--- config.mk ---
export PLATFORM = sky130hd
export DESIGN_NAME = boot_stream_loader
export DESIGN_NICKNAME = d
export VERILOG_FILES = /design/src/rtl/boot_stream_loader.sv
export SDC_FILE = /design/constraint.sdc
export NUM_CORES = 1
export LEC_CHECK = 0
export CORE_MARGIN = 3
export CORE_UTILIZATION = 33
export DETAILED_ROUTE_END_ITERATION = 6
export PLACE_DENSITY = 0.48
export SYNTH_ARGS = -nofsm -noshare
export SYNTH_HDL_FRONTEND = slang
export SYNTH_SLANG_ARGS = --single-unit
--- constraint.sdc ---
create_clock -name clk -period 7.79 [get_ports clk]
set_clock_uncertainty 0.05 [all_clocks]
set_input_delay 1.558 -clock clk [delete_from_list [all_inputs] [get_ports clk]]
set_output_delay 1.558 -clock clk [all_outputs]
set_load 0.005 [all_outputs]
--- src/rtl/boot_stream_loader.sv ---
// boot_stream_loader
//   Feeds the CPU boot port from a byte stream. The stream is a one-byte word
//   count N, then N big-endian 32-bit words, then an XOR checksum byte covering
//   the count and every data byte. Each assembled word is written with a
//   single-cycle active-low strobe. The CPU is held in boot until the image
//   checks out.
//
// Ports
//   clk, rst      rising-edge clock, asynchronous active-high reset
//   start         begin a load (honoured only when idle, done or in error)
//   in_valid      in_data carries a byte
//   in_data       stream byte
//   in_ready      a byte can be accepted this cycle
//   boot_up       CPU held in boot mode
//   boot_addr     instruction memory word address (BASE_ADDR + word index)
//   boot_datai    instruction word
//   boot_web      active-low write strobe, one cycle per word
//   done          level: load completed with a good checksum
//   err           level: load failed
//   err_code      01 checksum, 10 zero length, 11 timeout, 00 otherwise
module boot_stream_loader #(
  parameter int ADDR_W    = 8,
  parameter int BASE_ADDR = 0,
  parameter int TIMEOUT   = 1023
) (
  input  logic              clk,
  input  logic              rst,
  input  logic              start,
  input  logic              in_valid,
  input  logic [7:0]        in_data,
  output logic              in_ready,
  output logic              boot_up,
  output logic [ADDR_W-1:0] boot_addr,
  output logic [31:0]       boot_datai,
  output logic              boot_web,
  output logic              done,
  output logic              err,
  output logic [1:0]        err_code
);

  localparam int TW = $clog2(TIMEOUT + 1);

  typedef enum logic [2:0] {
    S_IDLE,
    S_HDR,
    S_DATA,
    S_WRITE,
    S_CSUM,
    S_DONE,
    S_ERR
  } state_t;

  state_t        state, state_nxt;
  logic [7:0]    n_words;
  logic [7:0]    word_idx;
  logic [1:0]    byte_cnt;
  logic [23:0]   word_buf;
  logic [7:0]    csum;
  logic [TW-1:0] tmo_cnt;

  logic running, accept, tmo_hit, start_ok, last_word;

  always_comb begin
    running   = (state == S_HDR) || (state == S_DATA) || (state == S_CSUM);
    accept    = in_valid && running;
    // Expires on the TIMEOUT-th consecutive idle cycle; an accept that same
    // cycle still wins.
    tmo_hit   = running && !accept && (tmo_cnt == TW'(TIMEOUT - 1));
    start_ok  = start && ((state == S_IDLE) || (state == S_DONE) || (state == S_ERR));
    last_word = (word_idx + 8'd1) == n_words;
  end

  // State register
  always_ff @(posedge clk or posedge rst) begin
    if (rst) state <= S_IDLE;
    else     state <= state_nxt;
  end

  // Next-state logic
  always_comb begin
    state_nxt = state;
    case (state)
      S_IDLE, S_DONE, S_ERR: if (start) state_nxt = S_HDR;
      S_HDR: begin
        if (accept)       state_nxt = (in_data == '0) ? S_ERR : S_DATA;
        else if (tmo_hit) state_nxt = S_ERR;
      end
      S_DATA: begin
        if (accept) begin
          if (byte_cnt == 2'd3) state_nxt = S_WRITE;
        end else if (tmo_hit) begin
          state_nxt = S_ERR;
        end
      end
      S_WRITE: state_nxt = last_word ? S_CSUM : S_DATA;
      S_CSUM: begin
        if (accept)       state_nxt = (in_data == csum) ? S_DONE : S_ERR;
        else if (tmo_hit) state_nxt = S_ERR;
      end
      default: state_nxt = S_IDLE;
    endcase
  end

  // Output decode
  always_comb begin
    in_ready = running;
    boot_web = (state != S_WRITE);
    boot_up  = (state != S_IDLE) && (state != S_DONE);
    done     = (state == S_DONE);
    err      = (state == S_ERR);
  end

  // Datapath: counters, checksum, word assembly and write registers
  always_ff @(posedge clk or posedge rst) begin
    if (rst) begin
      n_words    <= '0;
      word_idx   <= '0;
      byte_cnt   <= '0;
      word_buf   <= '0;
      csum       <= '0;
      tmo_cnt    <= '0;
      boot_addr  <= '0;
      boot_datai <= '0;
      err_code   <= '0;
    end else begin
      // Zero outside the running states, so entry to HDR starts from zero.
      tmo_cnt <= (running && !accept) ? tmo_cnt + TW'(1) : '0;

      if (start_ok) begin
        csum     <= '0;
        err_code <= '0;
      end

      if (accept && (state != S_CSUM)) csum <= csum ^ in_data;

      if ((state == S_HDR) && accept) begin
        n_words  <= in_data;
        word_idx <= '0;
        byte_cnt <= '0;
      end

      if ((state == S_DATA) && accept) begin
        byte_cnt <= byte_cnt + 2'd1;
        word_buf <= {word_buf[15:0], in_data};
        if (byte_cnt == 2'd3) begin
          // Loaded one cycle early so the values are stable for the whole
          // WRITE strobe and then hold afterwards.
          boot_datai <= {word_buf, in_data};
          boot_addr  <= ADDR_W'(BASE_ADDR) + ADDR_W'(word_idx);
        end
      end

      if (state == S_WRITE) word_idx <= word_idx + 8'd1;

      if ((state_nxt == S_ERR) && (state != S_ERR)) begin
        if (tmo_hit)             err_code <= 2'b11;
        else if (state == S_HDR) err_code <= 2'b10;
        else                     err_code <= 2'b01;
      end
    end
  end

endmodule

* Word-level counts from Yosys, hierarchy flattened
Cells that the tools add are included.
Storage, ports and cells: register bits 105, output and inout bits 47, logic and storage cells 73
Operators by class: add/sub/neg operators 3, equality and inequality tests 15, mux-type cells 21, bitwise gates (word level) 1, reductions and logical operators 23
Operators by type and width (count):
- 8-bit two-way mux | 4
- 3-bit two-way mux | 8
- 8-bit == test | 2
- 3-bit one-hot mux with 5 select lines | 1
- 2-bit two-way mux | 7
- 3-bit == test (second input constant) | 4
- 10-bit by 1-bit adder with 10-bit output (second input constant) | 1
- 10-bit == test (second input constant) | 1
- 10-bit two-way mux | 1
- 1-bit logical AND | 9
- 3-bit inequality test (second input constant) | 3
- 8-bit by 1-bit adder with 8-bit output (second input constant) | 1
- 8-bit zero test | 1
- 2-bit nonzero test | 4
- 8-bit XOR | 1
- 3-bit by 2-bit == test with 1-bit output (second input constant) | 2
- 1-bit logical OR | 4
- 3-bit by 1-bit == test with 1-bit output (second input constant) | 1
- 3-bit zero test | 1
- 3-bit by 2-bit inequality test with 1-bit output (second input constant) | 1
- 3-bit nonzero test | 1
- 3-bit OR reduction | 1
- 2-bit by 1-bit adder with 2-bit output (second input constant) | 1
- 2-bit == test (second input constant) | 1
- 2 further kinds | 2

* Depth between registers and ports, before layout
Gate-level depths: netlist of the first run.
depth in word-level cells 13, mapped depth 9, depth with buffers taken out 9

* Worst setup path after synthesis of the first run
Ideal clock, no wire load.
path type input-to-reg, start point input port in_valid, end point register word_buf[10], data arrival time 3230 ps, required time 7615 ps, slack 4385 ps, stages 7, buffers on the path 4, path through clkbuf_1 -> nor2b_1 -> clkbuf_1 -> and2_1 -> buf_2 -> buf_1 -> mux2_2
On the way: cells in the longest elaborated chain, start to end 2
RTL lines:
- from (decl) | RTL line 29 | input logic in_valid,
- 1-bit logical AND | RTL line 65 | accept = in_valid && running;
- 1-bit logical AND | RTL line 142 | if ((state == S_DATA) && accept) begin
- to (signal assigned) | RTL line 144 | word_buf <= {word_buf[15:0], in_data};
- to (decl) | RTL line 57 | logic [23:0] word_buf;
Every way passes these cells. A chain may end at the register's enable or synchronous reset.

* Worst setup path after layout of the first run
start point input port in_valid, end point register boot_addr[3]
On the way: cells in the longest elaborated chain, start to end 3
RTL lines:
- 1-bit logical AND | RTL line 65
- 1-bit logical AND | RTL line 142
- 2-bit AND reduction (no source line)
- to (signal assigned) | RTL line 149 | boot_addr <= ADDR_W'(BASE_ADDR) + ADDR_W'(word_idx);
- to (decl) | RTL line 33 | output logic [ADDR_W-1:0] boot_addr,
Every way passes these cells.

==> flow_metrics.env, run 1 <==
export IMPL_cts_buffers=9
export IMPL_fp_dieH_um=125
export IMPL_setup_ws_ns=3.46
export IMPL_synth_adder_area_share=0.0107
export IMPL_cts_resized=0
export IMPL_die_area_sq_mm=0.0156
export IMPL_maxSlewViolCount=0
export IMPL_cts_tree="yes"
export IMPL_p_switching_uw=635
export IMPL_ir_worst_vdd_uv=144
export IMPL_rsz0062_at_grt="false"
export IMPL_synth_compound_area_share=0.0699
export IMPL_place_ws_ns=3.06
export IMPL_min_path_type="flop to flop"
export IMPL_synthTopCellsByArea="dfrtp_1 56%, mux2_2 17%, o21ai_0 3.1%"
export IMPL_synth_edf_count=0
export IMPL_critical_path_class="input pin to flop"
export IMPL_critPathLaunch="in_valid"
export IMPL_antenna_found_initial=0
export IMPL_synthesis_instances=388
export IMPL_synth_fp_nets=404
export IMPL_cts_htree_levels=3
export IMPL_hold_viol=0
export IMPL_yosys_warnings=0
export IMPL_synth_top_cell_area_share=0.562
export IMPL_drc=0
export IMPL_portBuffers=58
export IMPL_synth_top_family_by_area="multiplexers"
export IMPL_combPwrFrac=0.342
export IMPL_grt_pass1_vias=3110
export IMPL_slew_headroom=0.309
export IMPL_avgSynthCellArea_sq_um=12.0
export IMPL_drv_cap=0
export IMPL_tightest_slew_ns=1.04
export IMPL_p_per_area_mw_per_mm2=356
export IMPL_drtIter0Drc=303
export IMPL_setup_violations=0
export IMPL_ioPinCount=59
export IMPL_cts_setup_buffers=0
export IMPL_drive_gt1_frac=0.224
export IMPL_cts_hold_buf=0
export IMPL_cp_required_ns=7.97
export IMPL_vias_per_cell=4.89
export IMPL_post_drt_wl_per_cell_um=15.5
export IMPL_root_buffer="clkbuf_16"
export IMPL_place_congestion=0.829
export IMPL_tns_ns=0
export IMPL_cp_max_fo=40
export IMPL_clk_pin_slew_ns=0.07
export IMPL_clock_fmax_mhz=231
export IMPL_start_util=0.345
export IMPL_fin_total_pwr_uw=2030
export IMPL_clkLatencyLatePin_ns=0.35
export IMPL_fillers=1313
export IMPL_synthTopCellsByCount="105 x dfrtp_1, 72 x mux2_2, 36 x nor2_1, 29 x o21ai_0, 20 x nand2_1"
export IMPL_dp_hpwl_um=6490
export IMPL_finalCritPeriodShare=0.556
export IMPL_internal_power_uw=1400
export IMPL_die_x_um=125
export IMPL_synthMuxAreaShare=0.176
export IMPL_clock_path_buffers=2
export IMPL_ys_ff_latch=105
export IMPL_clockPowerShare=0.213
export IMPL_ys_flop_type="dfrtp_1"
export IMPL_leakage_uw=0.00246
export IMPL_grt_start_max_net_pins=82
export IMPL_grtUsageTotal=0.132
export IMPL_antenna_left=0
export IMPL_dr_pass1_iters=6
export IMPL_power_share_switching=0.312
export IMPL_pwr_share_seq=0.445
export IMPL_core_area_sq_mm=0.0136
export IMPL_route_vias_total=3048
export IMPL_netlist_area_sq_mm=0.00467
export IMPL_multi_input_area_sq_mm=0.00196
export IMPL_start_kind="input pin"
export IMPL_synthArstFlopShare=1.00
export IMPL_numClockSinks=105
export IMPL_period_minus_slack_ns=4.33
export IMPL_r2r_start="state[2]"
export IMPL_yosysSeqAreaShare=0.562
export IMPL_grt_first_pass_wirelength_um=16600
export IMPL_worstHoldStart="byte_cnt[0]"
export IMPL_grt_overflow_total=0
export IMPL_status="completed"
export IMPL_synth_xor_area_frac=0.0557
export IMPL_layout_nets=458
export IMPL_n_antenna_cell=0
export IMPL_yosysMostFrequentCell="dfrtp_1"
export IMPL_regArea_sq_mm=0.00263
export IMPL_synth_cell_types=41
export IMPL_crit_arrival_ns=4.51
export IMPL_cp_end_kind="flop"
export IMPL_synthSimpleGateAreaFrac=0.106
export IMPL_synth_top_cell_by_area="dfrtp_1"
export IMPL_reg2reg_slack_ns=4.75
export IMPL_std_cell_rows=42
export IMPL_area_delta_synth_final_pct=22.2
export IMPL_wirelength_um=9690
placed cells by master, fill, tap and decap left out, types with 2 or more instances in the layout:
cell type	count
and4_4	2
nor2b_1	4
and2_1	4
o21ai_0	29
xnor2_1	15
inv_6	2
mux2_2	72
xor2_1	12
o31ai_1	2
inv_1	3
ha_1	4
buf_4	3
nand2_1	19
a22o_1	2
nand3_1	17
nand4_1	3
nor4_1	3
o21bai_1	2
clkbuf_16	9
nor2_1	36
clkdlybuf4s50_1	58
and3_1	3
a31oi_1	3
dfrtp_1	105
clkinv_2	3
nand2b_1	5
a21oi_1	7
layer usage:
layer | up-vias | routed length [um] | track usage
li1 | 1454 | - | -
met1 | 1540 | 4590 | 0.175
met2 | 42 | 4640 | 0.207
met3 | 12 | 267 | 0.0401
met4 | 0 | 191 | 0.0446
met5 | - | 0 | 0
layout make-up:
cell class / instances / share of cell area
Clock buffer: 10 / 0.0419
Clock inverter: 6 / 0.00723
Inverter: 5 / 0.00373
Multi-Input combinational cell: 260 / 0.343
Sequential cell: 105 / 0.460
Tap cell: 176 / 0.0386
Timing Repair Buffer: 61 / 0.106
worst max-delay path, cell delays in order:
cell and delay [ns]:
clkdlybuf4s50_1 0.64, nor2b_1 0.58, and2_1 0.22, buf_4 0.34
nand2_2 0.63, mux2_2 0.51
metrics by stage:
stage / area [sq um] / util / cells / hold WS, ns
floorplan: 4670 / - / 388 / 0.406
global route: 5710 / 0.421 / 623 / 0.473
detailed placement: 5430 / 0.400 / 607 / 0.431
global placement: 5430 / 0.400 / 607 / 0.435
finish: 5710 / 0.421 / 623 / 0.440
CTS: 5710 / 0.421 / 623 / 0.443
cells by family after synthesis:
family,Yosys count
AO/OA/AOI/OAI,53
XOR/XNOR,28
adder cells (fa/ha/maj),4
buffers and inverters,23
flip-flops,105
multiplexers,73
AND/OR/NAND/NOR,102
power by group through the flow:
stage | combinational, uW | sequential [uW] | clock [uW]
floorplan | 448 | 868 | 0
global placement | 694 | 915 | 0
detailed placement | 706 | 918 | 0
CTS | 708 | 909 | 450
global route | 771 | 941 | 473
finish | 695 | 905 | 434
state kept, by name (all words and copies together), names as in the netlist:
register / count
word_buf: 24
word_idx: 8
state: 3
boot_addr: 8
n_words: 8
err_code: 2
tmo_cnt: 10
csum: 8
boot_datai: 32
byte_cnt: 2
worst paths after layout:
check,endpoint,cells past startpoint
worst max register to register,boot_addr[3],5
worst min-delay path,byte_cnt[0],1
max in group asynchronous,word_idx[3],3
min in group asynchronous,tmo_cnt[4],2
worst max-delay path,boot_addr[3],6
worst min register to register,byte_cnt[0],1
Power figures use the tool's default switching activity.
==> inputs of run 2 (changes only) <==
--- a/config.mk
+++ b/config.mk
@@ -8,7 +8,7 @@
 export CORE_MARGIN = 3
 export CORE_UTILIZATION = 33
 export DETAILED_ROUTE_END_ITERATION = 6
-export PLACE_DENSITY = 0.48
+export PLACE_DENSITY = 0.5
 export SYNTH_ARGS = -nofsm -noshare
 export SYNTH_HDL_FRONTEND = slang
 export SYNTH_SLANG_ARGS = --single-unit
==> constraint.sdc (replaced) <==
create_clock -name clk -period 3.6 [get_ports clk]
set_clock_uncertainty 0.05 [all_clocks]
set_input_delay 0.72 -clock clk [delete_from_list [all_inputs] [get_ports clk]]
set_output_delay 0.72 -clock clk [all_outputs]
set_load 0.005 [all_outputs]
==> run 2 against run 1 <==
Effect of this change: global-route usage shrank 0.24 points; via count grew 1.9%; cell count is 2.1% higher; critical path depth decreased by 1; sequential share of layout area down 1.0 points; sequential cell count is the same; routed wire length up 1.3%; first-iteration DRC count down 23%; worst setup slack worse by 3.0 ns; clock power grew 110%; largest cell class unchanged.
==> flow_metrics.env, run 2 (synthesis results as in run 1) <==
export IMPL_status="completed"
export IMPL_place_congestion=0.782
export IMPL_fp_dieH_um=125
export IMPL_largest_register_ff_count=32
export IMPL_clockPowerShare=0.210
export IMPL_clock_fmax_mhz=316
export IMPL_cts_hold_buf=0
export IMPL_grt_start_max_net_pins=57
export IMPL_layout_commonest_cell="dfrtp_1"
export IMPL_worstPathCellList="nand2_1 -> nor2_1 -> clkinv_1 -> buf_4 -> clkdlybuf4s50_1"
export IMPL_grt_first_pass_wirelength_um=16400
export IMPL_combPwrFrac=0.348
export IMPL_slew_headroom=0.511
export IMPL_portBuffers=58
export IMPL_rsz0062_at_grt="false"
export IMPL_start_kind="flop"
export IMPL_core_area_sq_mm=0.0136
export IMPL_dp_cells=620
export IMPL_post_drt_wl_per_cell_um=15.4
export IMPL_grt_pass1_vias=3137
export IMPL_drv_cap=0
export IMPL_power_share_switching=0.306
export IMPL_largest_registers="boot_datai x32, word_buf x24, tmo_cnt x10"
export IMPL_drc=0
export IMPL_fillers=1296
export IMPL_n_antenna_cell=0
export IMPL_endpoint="boot_web"
export IMPL_critPathLaunch="state[1]"
export IMPL_dp_hpwl_um=6770
export IMPL_finalCritPeriodShare=0.880
export IMPL_layout_common_cells="105 x dfrtp_1, 72 x mux2_2, 58 x clkdlybuf4s50_1"
export IMPL_dpl_instance_area_sq_mm=0.00556
export IMPL_antenna_left=0
export IMPL_worst_r2r_endpoint="err_code[1]"
export IMPL_drive_gt1_frac=0.246
export IMPL_cp_slowest_cell="dfrtp_1"
export IMPL_leakage_uw=0.00254
export IMPL_crit_arrival_ns=2.40
export IMPL_vias_per_cell=4.89
export IMPL_layout_nets=471
export IMPL_cp_max_fo=12
export IMPL_maxSlewViolCount=0
export IMPL_largest_register="boot_datai"
export IMPL_start_util=0.345
export IMPL_ioPinCount=59
export IMPL_cts_resized=0
export IMPL_numClockSinks=105
export IMPL_std_cell_rows=42
export IMPL_fin_cells=636
export IMPL_cp_end_kind="output pin"
export IMPL_clock_path_buffers=2
export IMPL_setup_violations=0
export IMPL_internal_power_uw=3080
export IMPL_wirelength_um=9810
export IMPL_whs_ns=0.437
export IMPL_cts_buffers=9
export IMPL_root_buffer="clkbuf_16"
export IMPL_min_path_type="flop to flop"
export IMPL_route_vias_total=3107
export IMPL_clk_pin_slew_ns=0.07
export IMPL_cts_htree_levels=3
export IMPL_hold_viol=0
export IMPL_tightest_slew_ns=0.734
export IMPL_die_area_sq_mm=0.0156
export IMPL_dr_pass1_iters=4
export IMPL_area_delta_synth_final_pct=25.0
export IMPL_drtIter0Drc=234
export IMPL_grt_overflow_total=0
export IMPL_reg2reg_depth=8
export IMPL_cts_setup_buffers=0
export IMPL_slowest_delay_ns=0.59
export IMPL_r2r_start="word_idx[0]"
export IMPL_die_x_um=125
export IMPL_reg2reg_slack_ns=0.97
export IMPL_grtUsageTotal=0.130
export IMPL_pwr_share_seq=0.442
export IMPL_critical_path_class="flop to output pin"
export IMPL_p_per_area_mw_per_mm2=759
export IMPL_period_minus_slack_ns=3.17
export IMPL_cts_tree="yes"
export IMPL_stdcell_area_sq_mm=0.00584
export IMPL_ir_worst_vdd_uv=281
export IMPL_p_switching_uw=1360
export IMPL_tns_ns=0
export IMPL_antenna_found_initial=0
export IMPL_cp_required_ns=2.83
export IMPL_clkLatencyLatePin_ns=0.35
==> run 2: cell count changes in the layout (fill, tap and decap cells not counted) <==
cell and delta:
clkinv_2 -1, clkbuf_1 +1, clkbuf_8 +1, clkinv_4 +1, buf_4 +11, buf_12 +2
nor4bb_1 -1, inv_6 -2, nor4bb_2 +1
==> run 2: how the worst min path moves through the flow <==
stage | cells past startpoint | start | to
final | 1 | byte_cnt[0] | byte_cnt[0]
after global routing | 1 | byte_cnt[0] | byte_cnt[0]
after CTS | 1 | byte_cnt[0] | byte_cnt[0]
after detailed placement | 1 | byte_cnt[0] | byte_cnt[0]
after global placement | 1 | byte_cnt[0] | byte_cnt[0]
after floorplan | 1 | byte_cnt[0] | byte_cnt[0]
==> run 2: power by group through the flow <==
stage	Combinational [uW]	Sequential, uW	Clock [uW]
2_1_floorplan	970	1880	0
5_1_grt	1700	2040	1020
3_5_place_dp	1570	1990	0
4_1_cts	1580	1970	976
6_report	1540	1960	933
3_3_place_gp	1550	1980	0
==> run 2: stage by stage <==
step	total power [uW]	setup WS (ns)	utilization
after floorplan	2850	0.0695	-
after global placement	3530	0.661	0.410
after detailed placement	3570	0.624	0.410
after CTS	4520	0.394	0.431
after global routing	4760	0.305	0.431
final	4440	0.431	0.431
==> run 2: per-layer routing <==
metal / routed length (um) / global-route usage / vias up
li1: - / - / 1490
met1: 4640 / 0.176 / 1556
met2: 4620 / 0.201 / 54
met3: 427 / 0.0439 / 7
met4: 124 / 0.0344 / 0
met5: 0 / 0 / -
==> run 2: cell type report <==
cell class	instances	area [sq um]	area share
clock inverter	4	27.5	0.00471
multi-input combinational	260	1960	0.336
tap	176	220	0.0377
inverter	5	21.3	0.00364
sequential	105	2630	0.450
clock buffer	12	256	0.0439
timing repair buffer	74	726	0.124
==> run 2: critical path: cells and delay by family (launching register included) <==
kind	cells	cell delay [ns]
buffers and inverters	3	0.79
flip-flops	1	0.59
AND/OR/NAND/NOR	2	0.67
